**config.mk**
```make
export PLATFORM = sky130hd
export DESIGN_NAME = wgt_skew_feeder
export DESIGN_NICKNAME = d
export VERILOG_FILES = /design/src/rtl/wgt_feed_pkg.sv /design/src/rtl/wgt_lane_delay.sv /design/src/rtl/wgt_skew_feeder.sv
export SDC_FILE = /design/constraint.sdc
export NUM_CORES = 1
export LEC_CHECK = 0
export ABC_AREA = 1
export CORE_MARGIN = 3
export CORE_UTILIZATION = 59
export CTS_BUF_LIST = sky130_fd_sc_hd__clkbuf_2
export DETAILED_ROUTE_END_ITERATION = 8
export PLACE_DENSITY = 0.9
export SLEW_MARGIN = 15
export SYNTH_ARGS = -nofsm -noshare
export SYNTH_HDL_FRONTEND = slang
export SYNTH_SLANG_ARGS = --single-unit
```
**constraint.sdc**
```tcl
create_clock -name clk -period 2.1 [get_ports clk]
set_input_delay 0.42 -clock clk [delete_from_list [all_inputs] [get_ports clk]]
set_output_delay 0.42 -clock clk [all_outputs]
set_load 0.01 [all_outputs]
```
**src/rtl/wgt_feed_pkg.sv**
```systemverilog
// wgt_feed_pkg: shared constants, state encoding and lane-slice helpers for
// the weight skew feeder and its lane delay lines.
package wgt_feed_pkg;

  localparam int SYSTOLIC_SIZE_DEF = 16;
  localparam int DATA_WIDTH_DEF    = 16;
  localparam int KERNEL_SIZE_DEF   = 3;
  localparam int NO_CHANNEL_DEF    = 3;
  localparam int RD_LATENCY_DEF    = 1;

  // Words per weight tile for the default kernel geometry.
  localparam int TILE_LEN = KERNEL_SIZE_DEF * KERNEL_SIZE_DEF * NO_CHANNEL_DEF;

  // Consecutive idle FILL cycles tolerated before a tile is flagged as short.
  localparam int STALL_LIMIT = 4;

  typedef enum logic [1:0] {
    IDLE  = 2'd0,
    FILL  = 2'd1,
    DRAIN = 2'd2
  } feed_state_e;

  // Words per tile for an arbitrary kernel geometry.
  function automatic int tile_len(input int kernel, input int channels);
    return kernel * kernel * channels;
  endfunction

  // Low bit index of lane 'lane' in a packed row of 'dw'-bit lanes.
  function automatic int lane_lo(input int lane, input int dw);
    return lane * dw;
  endfunction

endpackage

```
**src/rtl/wgt_lane_delay.sv**
```systemverilog
// wgt_lane_delay: fixed-depth shift line carrying one weight lane and its
// valid bit in lockstep; every stage advances every cycle.
module wgt_lane_delay #(
  parameter int DEPTH      = 1,
  parameter int DATA_WIDTH = 16
) (
  input  logic                  clk,
  input  logic                  rst_n,
  input  logic [DATA_WIDTH-1:0] data_in,
  input  logic                  vld_in,
  output logic [DATA_WIDTH-1:0] data_out,
  output logic                  vld_out
);

  logic [DATA_WIDTH-1:0] dat_p [DEPTH];
  logic [DEPTH-1:0]      vld_p;

  // Free-running shift chain; a bubble travels as valid=0 with zero data.
  always_ff @(posedge clk or negedge rst_n) begin
    if (!rst_n) begin
      vld_p <= '0;
      for (int k = 0; k < DEPTH; k++) dat_p[k] <= '0;
    end else begin
      vld_p[0] <= vld_in;
      dat_p[0] <= data_in;
      for (int k = 1; k < DEPTH; k++) begin
        vld_p[k] <= vld_p[k-1];
        dat_p[k] <= dat_p[k-1];
      end
    end
  end

  assign data_out = dat_p[DEPTH-1];
  assign vld_out  = vld_p[DEPTH-1];

endmodule

```
**src/rtl/wgt_skew_feeder.sv**
```systemverilog
// wgt_skew_feeder: aligns weight SRAM rows with the address controller's
// read strobe and filter count, zeroes inactive lanes, skews lane i by i+1
// cycles toward the systolic array and pulses tile_done when the last word
// of a tile has left the final lane.
// Build option: define WGT_TILE_CNT_EN to add the tile_cnt and err_short
// outputs together with their counter logic.
module wgt_skew_feeder
  import wgt_feed_pkg::*;
#(
  parameter int SYSTOLIC_SIZE = SYSTOLIC_SIZE_DEF,
  parameter int DATA_WIDTH    = DATA_WIDTH_DEF,
  parameter int KERNEL_SIZE   = KERNEL_SIZE_DEF,
  parameter int NO_CHANNEL    = NO_CHANNEL_DEF,
  parameter int RD_LATENCY    = RD_LATENCY_DEF
) (
  input  logic                                clk,
  input  logic                                rst_n,
  input  logic                                rd_en_in,
  input  logic [4:0]                          size_in,
  input  logic [SYSTOLIC_SIZE*DATA_WIDTH-1:0] wgt_rdata,
  output logic [SYSTOLIC_SIZE*DATA_WIDTH-1:0] wgt_out,
  output logic [SYSTOLIC_SIZE-1:0]            wgt_valid,
  output logic                                tile_done,
`ifdef WGT_TILE_CNT_EN
  output logic [15:0]                         tile_cnt,
  output logic                                err_short,
`endif
  output logic                                busy
);

  localparam int         TILE_WORDS = tile_len(KERNEL_SIZE, NO_CHANNEL);
  localparam logic [4:0] LAST_IDX   = 5'(TILE_WORDS - 1);
  localparam int         DCW        = $clog2(SYSTOLIC_SIZE + 1);

  // Filter counts above the array width select every lane.
  function automatic logic [4:0] clamp_size(input logic [4:0] sz);
    if (int'(sz) > SYSTOLIC_SIZE) return 5'(SYSTOLIC_SIZE);
    return sz;
  endfunction

  // ---- alignment stage: strobe and size delayed to match SRAM read data ----
  logic [RD_LATENCY-1:0] vld_p;
  logic [4:0]            size_p [RD_LATENCY];
  logic                  v_al;
  logic [4:0]            s_al;

  // Delay rd_en_in/size_in by the SRAM read latency.
  always_ff @(posedge clk or negedge rst_n) begin
    if (!rst_n) begin
      vld_p <= '0;
      for (int k = 0; k < RD_LATENCY; k++) size_p[k] <= '0;
    end else begin
      vld_p[0]  <= rd_en_in;
      size_p[0] <= size_in;
      for (int k = 1; k < RD_LATENCY; k++) begin
        vld_p[k]  <= vld_p[k-1];
        size_p[k] <= size_p[k-1];
      end
    end
  end

  assign v_al = vld_p[RD_LATENCY-1];
  assign s_al = size_p[RD_LATENCY-1];

  // ---- word counting and per-tile size latch ----
  logic [4:0] word_cnt;
  logic [4:0] size_lat;
  logic [4:0] size_cur;
  logic       first_word;
  logic       last_word;

  assign first_word = (word_cnt == 5'd0);
  assign last_word  = v_al && (word_cnt == LAST_IDX);
  // The first word of a tile is masked with its own size, later words with
  // the value latched from that first word.
  assign size_cur   = first_word ? clamp_size(s_al) : size_lat;

  // Count aligned words, wrapping at the end of each tile.
  always_ff @(posedge clk or negedge rst_n) begin
    if (!rst_n) begin
      word_cnt <= '0;
    end else if (v_al) begin
      word_cnt <= last_word ? 5'd0 : word_cnt + 5'd1;
    end
  end

  // Capture the filter count on the first aligned word of every tile.
  always_ff @(posedge clk or negedge rst_n) begin
    if (!rst_n) begin
      size_lat <= '0;
    end else if (v_al && first_word) begin
      size_lat <= clamp_size(s_al);
    end
  end

  // ---- masking and skew stage: lane i delayed by i+1 registers ----
  for (genvar i = 0; i < SYSTOLIC_SIZE; i++) begin : g_lane
    logic [DATA_WIDTH-1:0] lane_d;
    logic [DATA_WIDTH-1:0] lane_q;
    logic                  lane_v;

    // Inactive lanes and bubbles carry zero data; valid follows v_al for
    // every lane so the array columns stay in lockstep.
    assign lane_d = (v_al && (5'(i) < size_cur)) ?
                    wgt_rdata[lane_lo(i, DATA_WIDTH) +: DATA_WIDTH] : '0;

    wgt_lane_delay #(
      .DEPTH      (i + 1),
      .DATA_WIDTH (DATA_WIDTH)
    ) u_dly (
      .clk      (clk),
      .rst_n    (rst_n),
      .data_in  (lane_d),
      .vld_in   (v_al),
      .data_out (lane_q),
      .vld_out  (lane_v)
    );

    assign wgt_out[lane_lo(i, DATA_WIDTH) +: DATA_WIDTH] = lane_q;
    assign wgt_valid[i] = lane_v;
  end

  // ---- tile control FSM ----
  feed_state_e      state, state_nxt;
  logic [DCW-1:0]   drain_cnt, drain_cnt_nxt;
  logic             pending, pending_nxt;

  // State, drain counter and pending-tile flag registers.
  always_ff @(posedge clk or negedge rst_n) begin
    if (!rst_n) begin
      state     <= IDLE;
      drain_cnt <= '0;
      pending   <= 1'b0;
    end else begin
      state     <= state_nxt;
      drain_cnt <= drain_cnt_nxt;
      pending   <= pending_nxt;
    end
  end

  // Next-state logic. drain_cnt counts the skew stages still ahead of the
  // last word: it has already entered lane 0 when DRAIN begins, so the count
  // reaches zero exactly when that word sits on the final lane's output.
  always_comb begin
    state_nxt     = state;
    drain_cnt_nxt = drain_cnt;
    pending_nxt   = pending;
    case (state)
      IDLE: begin
        if (v_al) state_nxt = FILL;
      end
      FILL: begin
        if (last_word) begin
          state_nxt     = DRAIN;
          drain_cnt_nxt = DCW'(SYSTOLIC_SIZE - 1);
          pending_nxt   = 1'b0;
        end
      end
      DRAIN: begin
        if (drain_cnt == '0) begin
          state_nxt   = (pending || v_al) ? FILL : IDLE;
          pending_nxt = 1'b0;
        end else begin
          drain_cnt_nxt = drain_cnt - 1'b1;
          if (v_al) pending_nxt = 1'b1;
        end
      end
      default: begin
        state_nxt = IDLE;
      end
    endcase
  end

  assign tile_done = (state == DRAIN) && (drain_cnt == '0);
  assign busy      = (state != IDLE);

`ifdef WGT_TILE_CNT_EN
  logic [2:0] stall_cnt;
  logic       stall;

  assign stall = (state == FILL) && (word_cnt != 5'd0) && !v_al;

  // Completed-tile counter, wrapping at 2^16.
  always_ff @(posedge clk or negedge rst_n) begin
    if (!rst_n) begin
      tile_cnt <= '0;
    end else if (tile_done) begin
      tile_cnt <= tile_cnt + 16'd1;
    end
  end

  // Sticky short-tile flag: a partial tile idle for more than STALL_LIMIT
  // consecutive cycles.
  always_ff @(posedge clk or negedge rst_n) begin
    if (!rst_n) begin
      stall_cnt <= '0;
      err_short <= 1'b0;
    end else if (stall) begin
      if (stall_cnt != 3'b111) stall_cnt <= stall_cnt + 3'd1;
      if (stall_cnt >= 3'(STALL_LIMIT)) err_short <= 1'b1;
    end else begin
      stall_cnt <= '0;
    end
  end
`endif

endmodule

```
# Yosys cells after proc, flatten, opt, wreduce, memory -nomap -nowiden
# Cells that the tools add are included.
dict set report word_totals {
  regBits 2336
  inputBits 264
  output_inout_bits 274
  word_cells 249
}
dict set report op_classes {
  add_sub_neg 2
  magnitude_cmp 17
  eq_ne 8
  n_mux 35
  n_reduce_logical 28
}
# cell n
set ops {}
lappend ops {{2-to-1 mux 16 bit} 16}
lappend ops {{less-than comparator 4 x 5 -> 1 bit, first input constant} 8}
lappend ops {{2-to-1 mux 5 bit} 7}
lappend ops {{less-than comparator 3 x 5 -> 1 bit, first input constant} 4}
lappend ops {{logical AND 1 bit} 19}
lappend ops {{logical NOT 5 bit} 2}
lappend ops {{less-than comparator 1 x 5 -> 1 bit, first input constant} 2}
lappend ops {{less-than comparator 2 x 5 -> 1 bit, first input constant} 2}
lappend ops {{case mux 5 bit (2 select lines)} 1}
lappend ops {{AND reduction 3 bit} 3}
lappend ops {{inequality test 2 bit, second input constant} 4}
lappend ops {{2-to-1 mux 1 bit} 6}
lappend ops {{2-to-1 mux 2 bit} 3}
lappend ops {{case mux 2 bit (3 select lines)} 1}
lappend ops {{adder 5 x 1 -> 5 bit, second input constant} 1}
lappend ops {{== test 5 bit, second input constant} 1}
lappend ops {{greater-than comparator 5 bit, second input constant} 1}
lappend ops {{subtractor 5 x 1 -> 5 bit, second input constant} 1}
lappend ops {{nonzero test 2 bit} 2}
lappend ops {{inequality test 3 bit, second input constant} 1}
lappend ops {{== test 2 x 1 -> 1 bit, second input constant} 1}
lappend ops {{== test 2 bit, second input constant} 1}
lappend ops {{logical NOT 2 bit} 1}
lappend ops {{case mux 1 bit (2 select lines)} 1}
lappend ops {{logical OR 1 bit} 1}

# Logic depth before layout (Yosys ltp)
dict set report logic_depth {
  depth_word 7
  mapped_depth 14
  depth_no_buf 13
}

# Hierarchy
# Synthesis repeated with hierarchy kept, for this count alone.
dict set report hier_totals {
  hier_cells 3301
  area_unflattened_um2 63424.6
}
# mod n_inst cells_per_inst area_each_um2 seq_area_each_um2
set modules_own_cells {}
lappend modules_own_cells {{wgt_lane_delay at g_lane[15].u_dly} 1 288 6926.6 6806.5}
lappend modules_own_cells {{wgt_lane_delay at g_lane[14].u_dly} 1 271 6501.2 6381.1}
lappend modules_own_cells {{wgt_lane_delay at g_lane[13].u_dly} 1 254 6075.8 5955.7}
lappend modules_own_cells {{wgt_lane_delay at g_lane[12].u_dly} 1 237 5650.4 5530.3}
lappend modules_own_cells {{wgt_lane_delay at g_lane[11].u_dly} 1 220 5225.0 5104.9}
lappend modules_own_cells {{wgt_lane_delay at g_lane[10].u_dly} 1 203 4799.6 4679.5}
lappend modules_own_cells {{wgt_lane_delay at g_lane[9].u_dly} 1 186 4374.2 4254.1}
lappend modules_own_cells {{wgt_lane_delay at g_lane[8].u_dly} 1 169 3948.8 3828.7}
lappend modules_own_cells {wgt_skew_feeder 1 749 3767.4 600.6}
lappend modules_own_cells {{wgt_lane_delay at g_lane[7].u_dly} 1 152 3523.4 3403.3}
lappend modules_own_cells {{wgt_lane_delay at g_lane[6].u_dly} 1 135 3098.0 2977.9}
lappend modules_own_cells {{wgt_lane_delay at g_lane[5].u_dly} 1 118 2672.6 2552.4}
lappend modules_own_cells {{wgt_lane_delay at g_lane[4].u_dly} 1 101 2247.2 2127.0}
lappend modules_own_cells {{wgt_lane_delay at g_lane[3].u_dly} 1 84 1821.7 1701.6}
lappend modules_own_cells {{+3 rows} - - - -}

# Worst setup path after synthesis
# Ideal clock, no wire load.
dict set report synth_path {
  path_kind {register to register}
  startpoint {register word_cnt[0]}
  endpoint {register g_lane[2].u_dly.dat_p[37] (netlist bit)}
  setup_ps 113
  arrival_ps 1742
  t_required_ps 1987
  path_slack_ps 245
  path_stages_with_launch 15
  n_path_buf 1
  synth_period_minus_slack_ps 1855
  path_cell_list {dfrtp_1 -> inv_1 -> ha_1 -> inv_1 -> nor2_4 -> nand2_4 -> nand2_1 -> nand2_2 -> nor2_8 -> nand2_2 -> nand2_4 -> nand2_2 -> buf_6 -> nand2_1 -> inv_1}
}
dict set report synth_via {
  elab_chain_len 5
}
# element line_no
set synth_rtl {}
lappend synth_rtl {{start, declared} wgt_skew_feeder.sv:66} ;# logic [4:0] word_cnt;
lappend synth_rtl {{start signal, assigned} wgt_skew_feeder.sv:83} ;# word_cnt <= last_word ? 5'd0 : word_cnt + 5'd1;
lappend synth_rtl {{logical NOT 5 bit} wgt_skew_feeder.sv:72} ;# assign first_word = (word_cnt == 5'd0);
lappend synth_rtl {{2-to-1 mux 5 bit} wgt_skew_feeder.sv:76} ;# assign size_cur = first_word ? clamp_size(s_al) : size_lat;
lappend synth_rtl {{less-than comparator 2 x 5 -> 1 bit} wgt_skew_feeder.sv:104} ;# assign lane_d = (v_al && (5'(i) < size_cur)) ?
lappend synth_rtl {{logical AND 1 bit} wgt_skew_feeder.sv:104}
lappend synth_rtl {{2-to-1 mux 16 bit} wgt_skew_feeder.sv:104}
lappend synth_rtl {{via g_lane[2].lane_d[5]} wgt_skew_feeder.sv:98} ;# logic [DATA_WIDTH-1:0] lane_d;
lappend synth_rtl {{end signal, assigned by index} wgt_lane_delay.sv:28} ;# dat_p[k] <= dat_p[k-1];
lappend synth_rtl {{end, declared} wgt_lane_delay.sv:15} ;# logic [DATA_WIDTH-1:0] dat_p [DEPTH];
# The timed path passes the listed nets, and every way through them passes these cells.
# A chain may end at the register's enable or synchronous reset.

# Worst setup path after layout
dict set report layout_path {
  startpoint {register state[0]}
  endpoint {output port tile_done}
}
dict set report layout_via {
  elab_chain_len 2
}
# element line_no
set layout_rtl {}
lappend layout_rtl {{start, declared} wgt_skew_feeder.sv:124} ;# feed_state_e state, state_nxt;
lappend layout_rtl {{start signal, assigned} wgt_skew_feeder.sv:135} ;# state <= state_nxt;
lappend layout_rtl {{== test 2 bit} wgt_skew_feeder.sv:174} ;# assign tile_done = (state == DRAIN) && (drain_cnt == '0);
lappend layout_rtl {{logical AND 1 bit} wgt_skew_feeder.sv:174}
lappend layout_rtl {{end, declared} wgt_skew_feeder.sv:23} ;# output logic tile_done,
# Every way passes these cells.

==> metrics.md <==
| Metric | Value |
|---|---|
| Largest area contributor in the netlist | `dfrtp_1` |
| Setup Viol. Count Final | `around 470` |
| Net Sw Power | `about 29000 uW` |
| Max Cap Violations | `0` |
| IO Count | `~540` |
| IO Port Bufs | `around 540` |
| Synth area leaders | `dfrtp_1 92%, buf_4 3.2%, inv_1 1.7%` |
| Multi-input logic area | `about 3000 um2` |
| Worst relative slew slack | `0.424` |
| Row cnt | `116` |
| Sw Ratio | `0.295` |
| Met1 Resource Use GR | `0.291` |
| Post-route cell area | `approximately 78000 um2` |
| Clock latency on the worst-skew pair | `1.51 ns` |
| Minimum clock period | `slightly below 3 ns` |
| Setup WS pre-CTS | `-0.0695 ns` |
| CP startpoint | `state[0]$_DFFE_PN0P_` |
| Final Hold Fails | `0` |
| Met3 Use GR | `0.0768` |
| Area after DPL | `between 60000 and 70000 um2` |
| First-pass GRT wire length | `~220 mm` |
| # fillers | `4989` |
| Dpl hpwl | `roughly 74 mm` |
| GRT Overall Usage | `0.278` |
| Sequential share of power | `0.583` |
| Final worst-path cycle share | `1.42` |
| GP Congestion | `about 0.84` |
| Maximum vdd ir drop | `approximately 0.77 mV` |
| Logic pwr share | `0.128` |
| Die Ht | `326 um` |
| Met2 usage | `0.508` |
| Syn Nets | `between 3000 and 4000` |
| Dpl cells | `approximately 4900` |
| Hold path start | `g_lane[7].u_dly.dat_p[126]$_DFF_PN0_` |
| Most common cell in the netlist | `dfrtp_1` |
| Area grow syn2layout | `29.6%` |
| Gr ovfl total | `0` |
| Reg clk slew, reported paths | `0.14 ns` |
| Worst reg-to-reg path cell count | `13` |
| Number of global-route vias before repair | `roughly 37000` |
| Unrepaired setup endpoints after global routing | `true` |
| Layout cells sized above 1 | `0.293` |
| Worst Slack Setup Final | `-0.873 ns` |
| R2R Path Start | `word_cnt[0]$_DFFE_PN0P_` |
| Pin count of the biggest net entering global routing | `between 100 and 150` |
| Number of remaining DRC errors | `0` |
| Clk buf depth | `4` |
| Area of the mapped netlist | `60300 um2` |
| Slew @ Worst Pin | `~0.86 ns` |
| R2r setup slk | `-0.19 ns` |
| Inserted Clock Buffers | `between 500 and 600` |
| Critical Path RT | `approximately 1.7 ns` |
| DRT antenna net count | `0` |
| Detailed Route WL | `roughly 150 mm` |
| Drt first pass iters | `8` |
| Post-Syn Area per Cell | `around 19 um2` |
| Max frequency | `0.336 GHz` |
| Die area | `approximately 110000 um2` |
| Core Box Area | `101000 um2` |
| DR vias/cell | `between 4 and 5` |
| Critical path destination | `tile_done` |
| Worst r2r dst | `g_lane[12].u_dly.dat_p[207]$_DFF_PN0_` |
| Critical path type | `flop to primary output` |
| 1st-iter DRT viols | `between 1500 and 2000` |
| Initial antenna violation count | `27` |
| Chip width | `around 330 um` |
| Violated checks | `setup timing` |
| Startpoint Class | `flop` |
| YS warnings | `0` |
| DR WL/cell | `~24 um` |
| Clock Sinks | `2216` |
| Storage cell area | `approximately 55000 um2` |
| Non-Filler Instances | `between 6000 and 7000` |
| Synth unique cells | `29` |
| Asr flop ratio synth | `1.00` |
| Worst-case clock skew | `0.171 ns` |
| Total Nets Final | `between 4000 and 5000` |
| Total Power | `between 90000 and 100000 uW` |
| Seq/Total Area, Yosys | `0.920` |
| Crit-path max FO | `4` |
| Share of the synthesized area in the top cell type | `0.920` |
| Post-synth top flop | `dfrtp_1` |
| CTS tree | `built` |
| EDFF count, synth | `0` |
| Clk root buf | `clkbuf_2` |
| Syn Inst Count | `about 3200` |
| Clock network fraction of design power | `0.289` |
| Power per cell area | `1250 nW/um2` |
| Worst Setup End Kind | `primary output` |
| Hold Crit Class | `flop to flop` |
| Outcome | `finished with violations` |
| Internal power | `between 60000 and 70000 uW` |
| Slew Limit Fails | `0` |
| Arrival time worst endpoint | `2.55 ns` |
| Via count | `roughly 30000` |
| GRT busiest layer | `met2` |
| P_leak | `about 0.042 uW` |
| H-tree levels | `6` |
| Most frequent cells after synthesis | `2216 x dfrtp_1, 277 x inv_1, 260 x buf_4, 236 x nor2_1, 64 x nand2_1` |
| Starting Density | `0.599` |
| Synth Register Bits | `around 2200` |
[layout by cell type (no fill, tap or decap), types with 5 or more instances in the layout]
cell                n
buf_2             109
a21oi_4             5
clkbuf_16           9
clkdlybuf4s50_1   262
dfrtp_1          2209
a21oi_1             8
dfrtp_2             7
buf_6             180
o21ai_0            14
bufinv_16          12
clkinv_2            7
nand3_1            10
buf_12             49
clkinvlp_4          7
inv_1             266
dlygate4sd3_1     523
buf_4              78
diode_2            23
clkbuf_2          749
nand2_8            10
nor2_1             93
a21oi_2             8
nand2_2             8
inv_2              23
clkinv_1           59
nor2_4             86
nand2_4            14
ha_1                6
nand2_1            45
nor2_2             61
[worst max-delay path, cell delays in order, from the launching register on]
cell	delay (ns)
dfrtp_1	0.44
inv_2	0.11
ha_4	0.16
inv_2	0.06
nor2_4	0.17
buf_6	0.13
[per-stage QoR]
stage	util	hold WS [ns]	setup TNS (ns)
final	0.776	0.227	-94.04
after CTS	0.755	0.00495	-154.33
after floorplan	-	0.124	0
after global placement	0.661	0.331	0
after detailed placement	0.661	0.335	-0.545
after global routing	0.776	0.0777	-176.75
[power groups by stage]
stage                     combinational [uW]  sequential (uW)  clock (uW)
final                                  12600            57000       28300
after global routing                   13100            57800       31300
after CTS                               9170            56500       27600
after detailed placement                8410            57100           0
after global placement                  7910            55700           0
after floorplan                         4280            55000           0
[state kept, by name, summed over array words and instances (netlist names)]
name,cells
pending,1
s_al,5
g_lane.u_dly.data_out,256
size_lat,5
v_al,1
drain_cnt,5
word_cnt,5
g_lane.u_dly.dat_p,1920
g_lane.u_dly.vld_p,16
state,2
[worst min path at each step]
stage / to / cells past startpoint
3_3_place_gp: g_lane[13].u_dly.dat_p[114]$_DFF_PN0_ / 0
3_5_place_dp: g_lane[10].u_dly.dat_p[103]$_DFF_PN0_ / 0
4_1_cts: g_lane[9].u_dly.dat_p[145]$_DFF_PN0_ / 4
6_report: g_lane[7].u_dly.dat_p[110]$_DFF_PN0_ / 0
2_1_floorplan: drain_cnt[0]$_DFFE_PN0P_ / 0
5_1_grt: g_lane[13].u_dly.dat_p[211]$_DFF_PN0_ / 4
[cell families (layout without fill, tap and decap cells)]
logic type,after synthesis,in the layout,share of synthesized area
buffers and inverters,555,2348,0.0511
other,0,23,0
flip-flops,2216,2216,0.920
AO/OA/AOI/OAI,39,39,0.00351
adder cells (fa/ha/maj),10,10,0.00207
AND/OR/NAND/NOR,345,345,0.0238
[what timing repair did]
item | CTS | global route
pin swaps | 7 | 34
gates resized for setup | 1291 | 371
hold buffers | 524 | 0
endpoints found under the hold margin | 2478 | 0
endpoints found under the setup margin | 326 | 488
buffers inserted | 16 | 36
gates cloned | 2 | 9
[routing by layer]
metal / share of wire / routed length, um / vias to the layer above
li1: - / - / 12500
met1: 0.33 / 50300 / 15900
met2: 0.56 / 85900 / 1255
met3: 0.055 / 8410 / 467
met4: 0.050 / 7660 / 12
met5: 0.00047 / 71 / -
[area by class of cell]
class	count	area share
diodes	23	0.000736
clock buffers	749	0.0480
clock inverters	106	0.00996
inverters	279	0.0137
multi-input cells	394	0.0385
flip-flops and latches	2216	0.710
well taps	1357	0.0217
repair buffers	1214	0.158
Note: power is estimated with default switching activity, not from simulation.
